### config.mk
export PLATFORM = sky130hd
export DESIGN_NAME = rv32i_id
export DESIGN_NICKNAME = d
export VERILOG_FILES = /design/src/rtl/rv32i_id.sv
export SDC_FILE = /design/constraint.sdc
export NUM_CORES = 1
export LEC_CHECK = 0
export ABC_CLOCK_PERIOD_IN_PS = 5000
export CORE_UTILIZATION = 30
export DETAILED_ROUTE_END_ITERATION = 8
export PLACE_DENSITY = 0.72
export SYNTH_ARGS = -nofsm -noshare
export SYNTH_HDL_FRONTEND = slang
export SYNTH_SLANG_ARGS = --single-unit
### constraint.sdc
create_clock -name clk -period 5 [get_ports clk]
set_input_delay 1.25 -clock clk [delete_from_list [all_inputs] [get_ports clk]]
set_output_delay 1.25 -clock clk [all_outputs]
set_load 0.01 [all_outputs]
### src/rtl/rv32i_id.sv
// rv32i_id: RV32I instruction-decode stage.
// Drives the register-file read indices straight from the fetched word and
// forwards same-cycle writeback data. Decodes the immediate and control fields,
// then holds everything in the ID/EX register, which supports stall and flush.
module rv32i_id #(
   parameter bit BYPASS_EN = 1'b1
) (
   input  logic        clk,
   input  logic        reset,
   input  logic        insn_valid,
   input  logic [31:0] insn_in,
   input  logic [31:0] pc_in,
   input  logic        stall,
   input  logic        flush,
   output logic [4:0]  rs1_reg,
   output logic [4:0]  rs2_reg,
   input  logic [31:0] rs1_data,
   input  logic [31:0] rs2_data,
   input  logic        wb_enable,
   input  logic [4:0]  wb_reg,
   input  logic [31:0] wb_data,
   output logic        id_valid,
   output logic [31:0] pc_out,
   output logic [6:0]  opcode_out,
   output logic [2:0]  funct3_out,
   output logic        funct7b5_out,
   output logic [4:0]  rd_reg_out,
   output logic        rd_wen_out,
   output logic [31:0] imm_out,
   output logic [31:0] rs1_val_out,
   output logic [31:0] rs2_val_out,
   output logic        illegal_out
);

   localparam logic [6:0] OPC_LUI    = 7'b0110111;
   localparam logic [6:0] OPC_AUIPC  = 7'b0010111;
   localparam logic [6:0] OPC_JAL    = 7'b1101111;
   localparam logic [6:0] OPC_JALR   = 7'b1100111;
   localparam logic [6:0] OPC_BRANCH = 7'b1100011;
   localparam logic [6:0] OPC_LOAD   = 7'b0000011;
   localparam logic [6:0] OPC_STORE  = 7'b0100011;
   localparam logic [6:0] OPC_OPIMM  = 7'b0010011;
   localparam logic [6:0] OPC_OP     = 7'b0110011;

   // Decoded fields of the current instruction word
   logic [6:0]  w_opcode;
   logic [2:0]  w_funct3;
   logic [4:0]  w_rd;
   logic [31:0] w_imm;
   logic        w_f7b5;
   logic        w_writes_rd;
   logic        w_illegal;
   logic        w_rd_wen;

   // Per-operand read index, raw regfile data and resolved operand value
   logic [4:0]  w_src_idx  [2];
   logic [31:0] w_src_data [2];
   logic [31:0] w_src_val  [2];

   // ID/EX pipeline register
   logic        r_valid;
   logic [31:0] r_pc;
   logic [6:0]  r_opcode;
   logic [2:0]  r_funct3;
   logic        r_f7b5;
   logic [4:0]  r_rd;
   logic        r_rd_wen;
   logic [31:0] r_imm;
   logic [31:0] r_rs1_val;
   logic [31:0] r_rs2_val;
   logic        r_illegal;

   // Read indices are pure wiring so the regfile sees them in the same cycle.
   // They are not gated by stall.
   assign rs1_reg = insn_in[19:15];
   assign rs2_reg = insn_in[24:20];

   assign w_opcode = insn_in[6:0];
   assign w_funct3 = insn_in[14:12];
   assign w_rd     = insn_in[11:7];

   assign w_src_idx[0]  = rs1_reg;
   assign w_src_idx[1]  = rs2_reg;
   assign w_src_data[0] = rs1_data;
   assign w_src_data[1] = rs2_data;

   // Operand resolution: x0 always reads as zero; otherwise take writeback data
   // when the same register is being written this cycle.
   generate
      for (genvar gi = 0; gi < 2; gi++) begin : g_operand
         always_comb begin
            w_src_val[gi] = w_src_data[gi];
            if (w_src_idx[gi] == 5'd0) begin
               w_src_val[gi] = 32'd0;
            end else if (BYPASS_EN && wb_enable && (wb_reg == w_src_idx[gi])) begin
               w_src_val[gi] = wb_data;
            end
         end
      end
   endgenerate

   // Opcode classification, immediate format selection and funct7 bit 5 qualification
   always_comb begin
      w_imm       = 32'd0;
      w_f7b5      = 1'b0;
      w_writes_rd = 1'b0;
      w_illegal   = 1'b0;
      case (w_opcode)
         OPC_LUI, OPC_AUIPC: begin
            w_imm       = {insn_in[31:12], 12'b0};
            w_writes_rd = 1'b1;
         end
         OPC_JAL: begin
            w_imm       = {{11{insn_in[31]}}, insn_in[31], insn_in[19:12],
                           insn_in[20], insn_in[30:21], 1'b0};
            w_writes_rd = 1'b1;
         end
         OPC_JALR, OPC_LOAD: begin
            w_imm       = {{20{insn_in[31]}}, insn_in[31:20]};
            w_writes_rd = 1'b1;
         end
         OPC_OPIMM: begin
            w_imm       = {{20{insn_in[31]}}, insn_in[31:20]};
            w_writes_rd = 1'b1;
            // Only the shift-right group uses bit 30 to pick logical vs arithmetic
            w_f7b5      = (w_funct3 == 3'b101) ? insn_in[30] : 1'b0;
         end
         OPC_OP: begin
            w_writes_rd = 1'b1;
            w_f7b5      = insn_in[30];
         end
         OPC_BRANCH: begin
            w_imm = {{19{insn_in[31]}}, insn_in[31], insn_in[7],
                     insn_in[30:25], insn_in[11:8], 1'b0};
         end
         OPC_STORE: begin
            w_imm = {{20{insn_in[31]}}, insn_in[31:25], insn_in[11:7]};
         end
         default: begin
            w_illegal = 1'b1;
         end
      endcase
   end

   // Writes to x0 and invalid slots never request a register write
   assign w_rd_wen = w_writes_rd && insn_valid && (w_rd != 5'd0);

   // ID/EX register update with priority reset > flush > stall > load
   always_ff @(posedge clk) begin
      if (reset) begin
         r_valid   <= 1'b0;
         r_pc      <= 32'd0;
         r_opcode  <= 7'd0;
         r_funct3  <= 3'd0;
         r_f7b5    <= 1'b0;
         r_rd      <= 5'd0;
         r_rd_wen  <= 1'b0;
         r_imm     <= 32'd0;
         r_rs1_val <= 32'd0;
         r_rs2_val <= 32'd0;
         r_illegal <= 1'b0;
      end else if (flush) begin
         // Bubble: kill the side-effect bits, leave the data fields as they were
         r_valid   <= 1'b0;
         r_rd_wen  <= 1'b0;
         r_illegal <= 1'b0;
      end else if (!stall) begin
         r_valid   <= insn_valid;
         r_pc      <= pc_in;
         r_opcode  <= w_opcode;
         r_funct3  <= w_funct3;
         r_f7b5    <= w_f7b5;
         r_rd      <= w_rd;
         r_rd_wen  <= w_rd_wen;
         r_imm     <= w_imm;
         r_rs1_val <= w_src_val[0];
         r_rs2_val <= w_src_val[1];
         r_illegal <= w_illegal;
      end
   end

   assign id_valid     = r_valid;
   assign pc_out       = r_pc;
   assign opcode_out   = r_opcode;
   assign funct3_out   = r_funct3;
   assign funct7b5_out = r_f7b5;
   assign rd_reg_out   = r_rd;
   assign rd_wen_out   = r_rd_wen;
   assign imm_out      = r_imm;
   assign rs1_val_out  = r_rs1_val;
   assign rs2_val_out  = r_rs2_val;
   assign illegal_out  = r_illegal;

endmodule

==> results of run 1 <==
## routing by layer
layer / vias to the layer above / GRT usage / share of wire / routed length, um
met5: - / 0 / 0.00050 / 12
met1: 3186 / 0.245 / 0.41 / 9800
met4: 2 / 0.0675 / 0.021 / 497
li1: 3272 / - / - / -
met3: 33 / 0.0768 / 0.10 / 2460
met2: 326 / 0.335 / 0.47 / 11300
## final cells by class
| cell class | count | share of cell area |
|---|---|---|
| timing repair buffer | 340 | 0.321 |
| tap | 280 | 0.0334 |
| inverter | 5 | 0.00179 |
| sequential | 147 | 0.280 |
| clock inverter | 14 | 0.0138 |
| clock buffer | 18 | 0.0418 |
| multi-input combinational | 541 | 0.308 |
## through the flow
| step | hold WS (ns) | total power (uW) | cells | util |
|---|---|---|---|---|
| 5_1_grt | 0.464 | 3130 | 1345 | 0.482 |
| 6_report | 0.452 | 3010 | 1345 | 0.482 |
| 2_1_floorplan | 0.477 | 1460 | 774 | - |
| 4_1_cts | 0.455 | 3040 | 1345 | 0.482 |
| 3_5_place_dp | 0.442 | 1750 | 1313 | 0.456 |
| 3_3_place_gp | 0.436 | 1750 | 1313 | 0.456 |
## cell families (layout without fill, tap and decap cells)
group / Yosys count / after routing / share of synthesized area
AO/OA/AOI/OAI: 177 / 177 / 0.225
AND/OR/NAND/NOR: 353 / 353 / 0.243
multiplexers: 1 / 1 / 0.00150
buffers and inverters: 86 / 377 / 0.0750
XOR/XNOR: 10 / 10 / 0.0132
flip-flops: 147 / 147 / 0.442
## power by group
part	internal [uW]	switching, uW	total (uW)	leakage [uW]
sequential	1220	24.8	1240	0.00120
combinational	256	225	481	0.00238
clock	716	566	1280	0.000283
total	2190	816	3010	0.00386
## worst max-delay path by stage
stage / start / endpoint / cells after the start
2_1_floorplan: insn_in[15] / rs1_reg[0] / 1
3_3_place_gp: insn_in[22] / rs2_reg[2] / 2
3_5_place_dp: insn_in[22] / rs2_reg[2] / 2
4_1_cts: insn_in[22] / rs2_reg[2] / 2
5_1_grt: insn_in[22] / rs2_reg[2] / 2
6_report: insn_in[22] / rs2_reg[2] / 2
## state kept, by name, summed over array words and instances, names as in the netlist
name / cells
funct3_out: 3
funct7b5_out: 1
id_valid: 1
illegal_out: 1
imm_out: 32
opcode_out: 7
pc_out: 32
rd_reg_out: 5
rd_wen_out: 1
rs1_val_out: 32
rs2_val_out: 32
## placed cells by master, fill, tap and decap left out, types with 5 or more instances in the layout
cell	Yosys	routed
a21oi_1	64	64
a221o_1	11	11
buf_4	17	13
clkbuf_16	0	17
clkdlybuf4s50_1	0	326
dfxtp_1	147	147
inv_1	5	5
nand2_1	243	243
nand4_1	64	64
nor2_1	13	11
nor3_1	11	10
o211ai_1	14	14
o211ai_2	56	56
o21ai_0	8	8
xor2_1	8	8
==> flow_metrics.env, run 1 <==
export IMPL_synth_seq_area_share=0.442
export IMPL_cts_root_buffer="clkbuf_16"
export IMPL_worstPathMaxFanout=5
export IMPL_setup_viol=0
export IMPL_r2r_start="imm_out[28]$_SDFFE_PP0P_"
export IMPL_timing_fmax_mhz=256
export IMPL_grt_setup_unrepaired="no"
export IMPL_start_util=0.306
export IMPL_cts_tree="yes"
export IMPL_min_to="pc_out[10]$_SDFFE_PP0P_"
export IMPL_worst_pin_slew_ns=1.07
export IMPL_syn_inst=774
export IMPL_end_kind="primary output"
export IMPL_finalSetupTns_ns=0
export IMPL_gp_congestion=0.825
export IMPL_worst_slack_ns=1.10
export IMPL_drive_above_1_share=0.113
export IMPL_hp_start="pc_out[10]$_SDFFE_PP0P_"
export IMPL_clk_pin_slew_ns=0.06
export IMPL_row_count=54
export IMPL_cts_buffers=17
export IMPL_hold_violations=0
export IMPL_grt_ovfl_total=0
export IMPL_grt_pass1_wl_mm=35.4
export IMPL_crit_family="buffers and inverters"
export IMPL_path_cells="clkdlybuf4s50_1 > clkdlybuf4s50_1"
export IMPL_yosysTopAreaCell="dfxtp_1"
export IMPL_drtPass1Iterations=4
export IMPL_fp_dieH_um=151
export IMPL_skew_ns=0
export IMPL_grt_pass1_vias=6400
export IMPL_coreArea_um2=21800
export IMPL_postCtsSetupBuffers=0
export IMPL_relSlewSlack=0.289
export IMPL_yosysMostFrequentCell="nand2_1"
export IMPL_outcome="completed"
export IMPL_rr_worst_depth=1
export IMPL_post_cts_resized=0
export IMPL_syn_avg_cell_area_um2=8.60
export IMPL_regToRegSetupSlack_ns=4.25
export IMPL_hold_path_class="register to register"
export IMPL_multi_input_area_um2=3230
export IMPL_die_area_um2=22800
export IMPL_drv_cap=0
export IMPL_clkSinkCount=147
export IMPL_area_growth_pct=57.7
export IMPL_htreeDepth=4
export IMPL_vias=6819
export IMPL_grt_max_degree=65
export IMPL_avgRoutedWirePerCell_um=17.9
export IMPL_hold_buffers=0
export IMPL_synth_cell_types=52
export IMPL_syn_num_nets=945
export IMPL_slew_viol_final=0
export IMPL_seq_area_um2=2940
export IMPL_postRouteAntennaNets=0
export IMPL_synth_seq_cells=147
export IMPL_cp_start_kind="primary input"
export IMPL_setup_worst_path_class="primary input to primary output"
export IMPL_yosys_warnings=0
export IMPL_period_share=0.780
export IMPL_synth_edf_count=0
export IMPL_grt_antenna_before_repair=1
export IMPL_grt_usage=0.204
export IMPL_async_reset_ff_frac=0
export IMPL_fin_crit_ns=3.90
export IMPL_power_leakage_uw=0.00386
export IMPL_clock_latency_ns=0.42
export IMPL_drc=0
export IMPL_yosysTopAreaCellShare=0.442
export IMPL_vias_per_cell=5.07
export IMPL_synthTopCellsByArea="dfxtp_1, nand2_1, o211ai_2, nand4_1, a21oi_1"
export IMPL_crit_buf_inv=2
export IMPL_ios=328
export IMPL_cts_max_path_buffers=2
export IMPL_drt_wl_total_mm=24.1
export IMPL_die_x_um=151
export IMPL_power_density_nw_per_um2=286
export IMPL_peakVddDrop_v=0.000175
export IMPL_fin_area_um2=10500
export IMPL_hpwl_mm=17.0
export IMPL_final_nets=1223
export IMPL_synthFlopType="dfxtp_1"
export IMPL_port_buffer_count=327
export IMPL_netlist_area_um2=6650
export IMPL_pre_cts_ws_ns=1.11
export IMPL_cpPeakStageDelay_ns=0.76
export IMPL_drt_iter0_drc=277
export IMPL_insertedDiodeCount=0
export IMPL_cp_slowest_cell="clkdlybuf4s50_1"
export IMPL_synth_common_cells="nand2_1, dfxtp_1, a21oi_1, nand4_1, o211ai_2"
export IMPL_postPlaceCellArea_um2=9910
export IMPL_worstPathArrival_ns=2.65
export IMPL_rr_endpoint="imm_out[28]$_SDFFE_PP0P_"
export IMPL_crit_top_cell="clkdlybuf4s50_1"
export IMPL_holdPathStages=2
export IMPL_required_ns=3.75
export IMPL_num_fill_cells=2084
Power figures use the tool's default switching activity.
==> run 2: changes to the inputs <==
Settings changed: ABC_CLOCK_PERIOD_IN_PS 5000 to 3400, PLACE_DENSITY 0.72 to 0.74.
Clock period 5 ns to 3.4 ns, I/O delays scaled along.
==> run 2 against run 1 <==
Effect of this change:
- sequential share of layout area is 0.38 points lower
- critical path depth stayed put
- worst hold slack better by 0.0011 ns
- clock power is 48% higher
- non-clock buffer count is 9 higher
- combinational power is 49% higher
- critical path type unchanged
==> flow_metrics.env, run 2 (synthesized netlist as in run 1, its figures left out) <==
export IMPL_area_growth_pct=59.9
export IMPL_setup_viol=0
export IMPL_hold_violations=0
export IMPL_vias=6944
export IMPL_row_count=54
export IMPL_cts_max_path_buffers=2
export IMPL_final_cell_mix="clkdlybuf4s50_1, nand2_1, dfxtp_1"
export IMPL_multi_input_area_um2=3230
export IMPL_coreArea_um2=21800
export IMPL_skew_ns=0
export IMPL_seq_area_um2=2940
export IMPL_start_util=0.306
export IMPL_die_area_um2=22800
export IMPL_ios=328
export IMPL_grt_pass1_wl_mm=35.9
export IMPL_hold_worst_slack_ns=0.453
export IMPL_worst_slack_ns=0.316
export IMPL_worstPathMaxFanout=3
export IMPL_cp_slowest_cell="clkdlybuf4s50_1"
export IMPL_cp_start_kind="primary input"
export IMPL_vias_per_cell=5.13
export IMPL_postCtsSetupBuffers=0
export IMPL_power_density_nw_per_um2=418
export IMPL_regToRegSetupSlack_ns=2.65
export IMPL_crit_buf_inv=2
export IMPL_grt_max_degree=81
export IMPL_grt_antenna_before_repair=0
export IMPL_finalSetupTns_ns=0
export IMPL_slew_viol_final=0
export IMPL_gp_congestion=0.846
export IMPL_timing_fmax_mhz=324
export IMPL_cts_buffers=17
export IMPL_grt_pass1_vias=6639
export IMPL_power_leakage_uw=0.00392
export IMPL_crit_top_cell="clkdlybuf4s50_1"
export IMPL_post_cts_resized=0
export IMPL_cts_tree="yes"
export IMPL_required_ns=2.55
export IMPL_outcome="completed"
export IMPL_clock_latency_ns=0.42
export IMPL_htreeDepth=4
export IMPL_worst_pin_slew_ns=0.746
export IMPL_clkSinkCount=147
export IMPL_dpl_cell_count=1322
export IMPL_drv_cap=0
export IMPL_fin_util=0.489
export IMPL_cts_root_buffer="clkbuf_16"
export IMPL_fp_dieH_um=151
export IMPL_crit_family="buffers and inverters"
export IMPL_end_kind="primary output"
export IMPL_path_cells="clkdlybuf4s50_1 > clkdlybuf4s50_1"
export IMPL_period_share=0.907
export IMPL_clk_pin_slew_ns=0.06
export IMPL_hold_path_class="register to register"
export IMPL_drt_wl_total_mm=23.8
export IMPL_grt_setup_unrepaired="no"
export IMPL_drt_iter0_drc=338
export IMPL_relSlewSlack=0.499
export IMPL_fin_crit_ns=3.08
export IMPL_final_nets=1232
export IMPL_worstPathArrival_ns=2.23
export IMPL_drc=0
export IMPL_hold_buffers=0
export IMPL_final_common_cell="clkdlybuf4s50_1"
export IMPL_setup_worst_path_class="primary input to primary output"
export IMPL_drive_above_1_share=0.120
export IMPL_hpwl_mm=16.7
export IMPL_grt_ovfl_total=0
export IMPL_die_x_um=151
export IMPL_avgRoutedWirePerCell_um=17.6
export IMPL_peakVddDrop_v=0.000254
export IMPL_pre_cts_ws_ns=0.377
export IMPL_cpPeakStageDelay_ns=0.74
export IMPL_insertedDiodeCount=0
export IMPL_drtPass1Iterations=6
export IMPL_postRouteAntennaNets=0
export IMPL_instances_no_fill=1354
export IMPL_port_buffer_count=327
export IMPL_grt_usage=0.205
export IMPL_num_fill_cells=2040
[run 2: cell count changes in the layout (fill, tap and decap cells not counted)]
cell and change:
clkinv_8 +1, clkinv_2 -1, buf_12 +6, buf_4 +3
inv_6 +4, clkinvlp_4 +2, clkbuf_8 -1, clkinv_4 -4
inv_8 -1
[run 2: final timing paths]
| path | from | to | depth (start not counted) |
|---|---|---|---|
| min reg2reg | pc_out[19]$_SDFFE_PP0P_ | pc_out[19]$_SDFFE_PP0P_ | 2 |
| max | insn_in[24] | rs2_reg[4] | 2 |
| max reg2reg | imm_out[30]$_SDFFE_PP0P_ | imm_out[30]$_SDFFE_PP0P_ | 1 |
| min | pc_out[19]$_SDFFE_PP0P_ | pc_out[19]$_SDFFE_PP0P_ | 2 |
[run 2: metal layers]
layer / up-vias / wire [um] / GRT usage
met5: - / 0 / 0
met4: 0 / 412 / 0.0630
met3: 25 / 2310 / 0.0711
met2: 314 / 11400 / 0.337
met1: 3305 / 9710 / 0.249
li1: 3300 / - / -
[run 2: final cells by class]
cell class	count	share of cell area
clock buffers	17	0.0400
flip-flops and latches	147	0.277
well taps	280	0.0329
clock inverters	15	0.0151
repair buffers	349	0.330
inverters	5	0.00176
multi-input cells	541	0.304
[run 2: power by group]
part	switching, uW	internal (uW)	leakage, uW
Combinational	331	387	0.00244
Sequential	37.3	1790	0.00120
Clock	861	1040	0.000275
Total	1230	3220	0.00392
[run 2: through the flow]
| step | total power, uW | area (um^2) |
|---|---|---|
| after floorplan | 2140 | 6650 |
| after detailed placement | 2580 | 10100 |
| after global routing | 4640 | 10600 |
| final | 4450 | 10600 |
| after CTS | 4500 | 10600 |
| after global placement | 2580 | 10100 |
==> edit 1: new RTL, flow settings as in run 2 <==
Change the parameter `BYPASS_EN` from 1'b1 to 1'b0.
--- a/src/rtl/rv32i_id.sv
+++ b/src/rtl/rv32i_id.sv
@@ -4,5 +4,5 @@
 // then holds everything in the ID/EX register, which supports stall and flush.
 module rv32i_id #(
-   parameter bit BYPASS_EN = 1'b1
+   parameter bit BYPASS_EN = 1'b0
 ) (
    input  logic        clk,
Behaviour: not the same (Yosys sat finds a counterexample within 4 cycles, from zero or initial values and one cycle with reset high).
==> edit 1 against run 2 <==
Area after synthesis shrank 18%. Sequential cell count is the same. Wire length shrank 25%. Power shrank 3.1%. Synthesized cell count shrank 21%. Setup slack gained 0.093 ns. Largest cell class unchanged. Design area shrank 15%. Utilization grew 2.9 points. Highest routed layer unchanged.
==> edit 1: results (changes against run 2) <==
synth_area_leaders: "dfxtp_1 54%, a22oi_1 8.9%, nand2_1 8.2%"
syn_area_per_cell_um2: 8.89  # +3.4%
grt_pass1_vias: 5005  # -25%
worst_slew_pin_slew_ns: 0.614  # -0.132 ns
r2r_end: "imm_out[27]"
r2r-start: "imm_out[27]"
peakVddDrop_mv: 0.323  # +27%
yosysSeqAreaShare_pct: 54.3  # +10 points
dpl.hpwl_um: 12400  # -26%
min_to: "imm_out[16]"
grtUsageMet3_pct: 7.64  # +0.54 points
cp-endpoint: "rs2_reg[0]"
critPathMaxFanout: 5  # +2
route.met2.wl_um: 8350  # -27%
grt_use_met1_pct: 23.0  # -1.9 points
synth.area.mux_share_pct: 0.392  # +0.24 points
drive_above_1_share_pct: 8.35  # -3.7 points
met1_length_um: 7760  # -20%
wl_per_cell_um: 16.1  # -8.8%
place_congestion: 0.756  # -11%
worst_skew_pair.late_latency_ns: 0.40  # -0.02 ns
synth-xor-area-share_pct: 0  # -1.3 points
syn-num-nets: 781  # -17%
grt_pass1_wl_um: 26700  # -26%
min-delay-start: "imm_out[16]"
root_buffer: "clkbuf_16"
vias_per_cell: 4.83  # -5.8%
slowest_delay_ns: 0.65  # -0.09 ns
io_buffers: 289  # -12%
startpoint: "insn_in[20]"
synth_compound_area_share_pct: 22.6  # about the same
dr.pass1.iters: 4  # -2
dp.cells: 1080  # -18%
status: "finished clean"
placed_area_um2: 8450  # -16%
cp.arrival_ns: 2.14  # -0.09 ns
synth_commonest_cells: "147 x dfxtp_1, 119 x nand2_1, 78 x nor2_1"
wl_um: 17800  # -25%
synthDistinctLibCells: 45  # -13%
grt_util_all_layers_pct: 18.9  # -1.6 points
drtIter0Drc: 210  # -38%
hold_slack_ns: 0.452  # -0.00109 ns
topRoutingLayerUsed: "met4"
max_freq_ghz: 0.334  # +3.1%
final_nets: 1045  # -15%
==> edit 1: cell count changes after synthesis, moves of 6 or more <==
cell,run 2,this run
nand2_1,243,119
nor2_1,13,78
a22oi_1,1,64
nand4_1,64,1
o211ai_2,56,0
buf_6,13,1
o21ai_2,0,10
clkbuf_1,36,27
nor3_1,11,3
xor2_1,8,0
buf_2,11,18
o211ai_1,14,7
o21ai_0,8,2
==> edit 1: final cells by class <==
| type | instances | area, um2 |
|---|---|---|
| fill | 1628 | 8420 |
| timing repair buffer | 306 | 3030 |
| sequential | 147 | 2940 |
| multi-input combinational | 400 | 2190 |
| clock buffer | 20 | 447 |
| tap | 225 | 282 |
| clock inverter | 11 | 153 |
| inverter | 2 | 7.51 |
==> edit 1: power breakdown <==
part,internal [uW],switching [uW],leakage [uW]
registers,1790,31.8,0.00120
logic,321,251,0.00181
clock network,1180,743,0.000283
==> edit 1: worst min-delay path, stage by stage (launching register included) <==
cell	delay (ns)
dfxtp_1	0.32
nand2_1	0.06
o21ai_2	0.04
==> edit 2: new RTL, config.mk and constraints of run 2 <==
Made on the original files. Make the reset (`reset`) asynchronous in one clocked block.
--- a/src/rtl/rv32i_id.sv
+++ b/src/rtl/rv32i_id.sv
@@ -147,5 +147,5 @@
 
    // ID/EX register update with priority reset > flush > stall > load
-   always_ff @(posedge clk) begin
+   always_ff @(posedge clk or posedge reset) begin
       if (reset) begin
          r_valid   <= 1'b0;
Formal check against the unedited RTL: differs if reset is asserted again (counterexample within 4 cycles, from zero or initial values and one cycle with reset high); with reset held inactive, the same outputs for 4 cycles.
==> edit 2 against run 2 <==
Area after synthesis up 4.8%. Wire length up 4.4%. Power up 17%. Final cell count about the same. Sequential cell count unchanged. Sequential share of layout area up 5.7 points. Combinational power up 71%. Setup slack better by 0.10 ns. Design area up 3.6%. Synthesized cell count down 0.78%. Register-to-register slack worse by 0.09 ns. Count of clock-buffer cells in the layout up 4. Critical endpoint is now rs2_reg[2].
==> edit 2: results (changes against run 2) <==
status: "finished clean"
syn-num-nets: 939  # -0.63%
seq_area_um2: 3680  # +25%
met1_length_um: 10900  # +12%
route.met2.wl_um: 11800  # +3.1%
vias_per_cell: 5.12  # about the same
vias: 6932  # -0.17%
r2r_end: "imm_out[11]"
dp.cells: 1321  # -0.076%
seq_cell_count: 147  # unchanged
wl_per_cell_um: 18.4  # +4.4%
grt_pass1_vias: 6647  # +0.12%
period_share_pct: 87.7  # -3.0 points
final_nets: 1226  # -0.49%
peakVddDrop_mv: 0.225  # -11%
use_met2_pct: 32.4  # -1.4 points
synth_commonest_cells: "283 x nand2_1, 147 x dfrtp_1, 65 x o211ai_1"
cp-endpoint: "rs2_reg[2]"
multi_input_gates: 544  # +0.55%
drive_above_1_share_pct: 6.18  # -5.8 points
min-delay-start: "pc_out[19]"
reg2reg_depth: 3  # +2
clock_buffers: 21  # +4
synthDistinctLibCells: 50  # -3.8%
relSlewSlack_pct: 37.9  # -12 points
total_leakage_power_uw: 0.00455  # +16%
place_congestion: 0.867  # +2.4%
hold_slack_ns: 0.474  # +0.0206 ns
grt_pass1_wl_um: 38200  # +6.2%
r2r-start: "imm_out[11]"
cp.arrival_ns: 2.13  # -0.10 ns
fill_cells: 2136  # +4.7%
slowest_delay_ns: 0.64  # -0.10 ns
[edit 2: changes by cell type after synthesis, moves of 12 or more]
cell / before / now
a22o_1: 0 / 15
a31oi_1: 1 / 13
dfxtp_1: 147 / 0
dfrtp_1: 0 / 147
o211ai_1: 14 / 65
o211ai_2: 56 / 0
nand2_1: 243 / 283
a21oi_1: 64 / 5
[edit 2: worst register-to-register path: cells and delay by family (launching register included)]
| kind | cells | cell delay, ns |
|---|---|---|
| flops | 1 | 0.37 |
| compound gates | 2 | 0.20 |
| simple gates | 1 | 0.16 |
[edit 2: power breakdown]
part	switching (uW)	leakage [uW]	internal, uW	total [uW]
combinational	560	0.00241	671	1230
clock	809	0.000285	1100	1910
sequential	112	0.00185	1950	2060
total	1480	0.00455	3730	5210
[edit 2: cells by family after synthesis]
group	Yosys count	synth area share [%]
simple gates	408	26.3
mux	1	0.144
xor+xnor	10	1.26
compound gates	125	14.1
flops	147	52.8
buf+inv	77	5.42
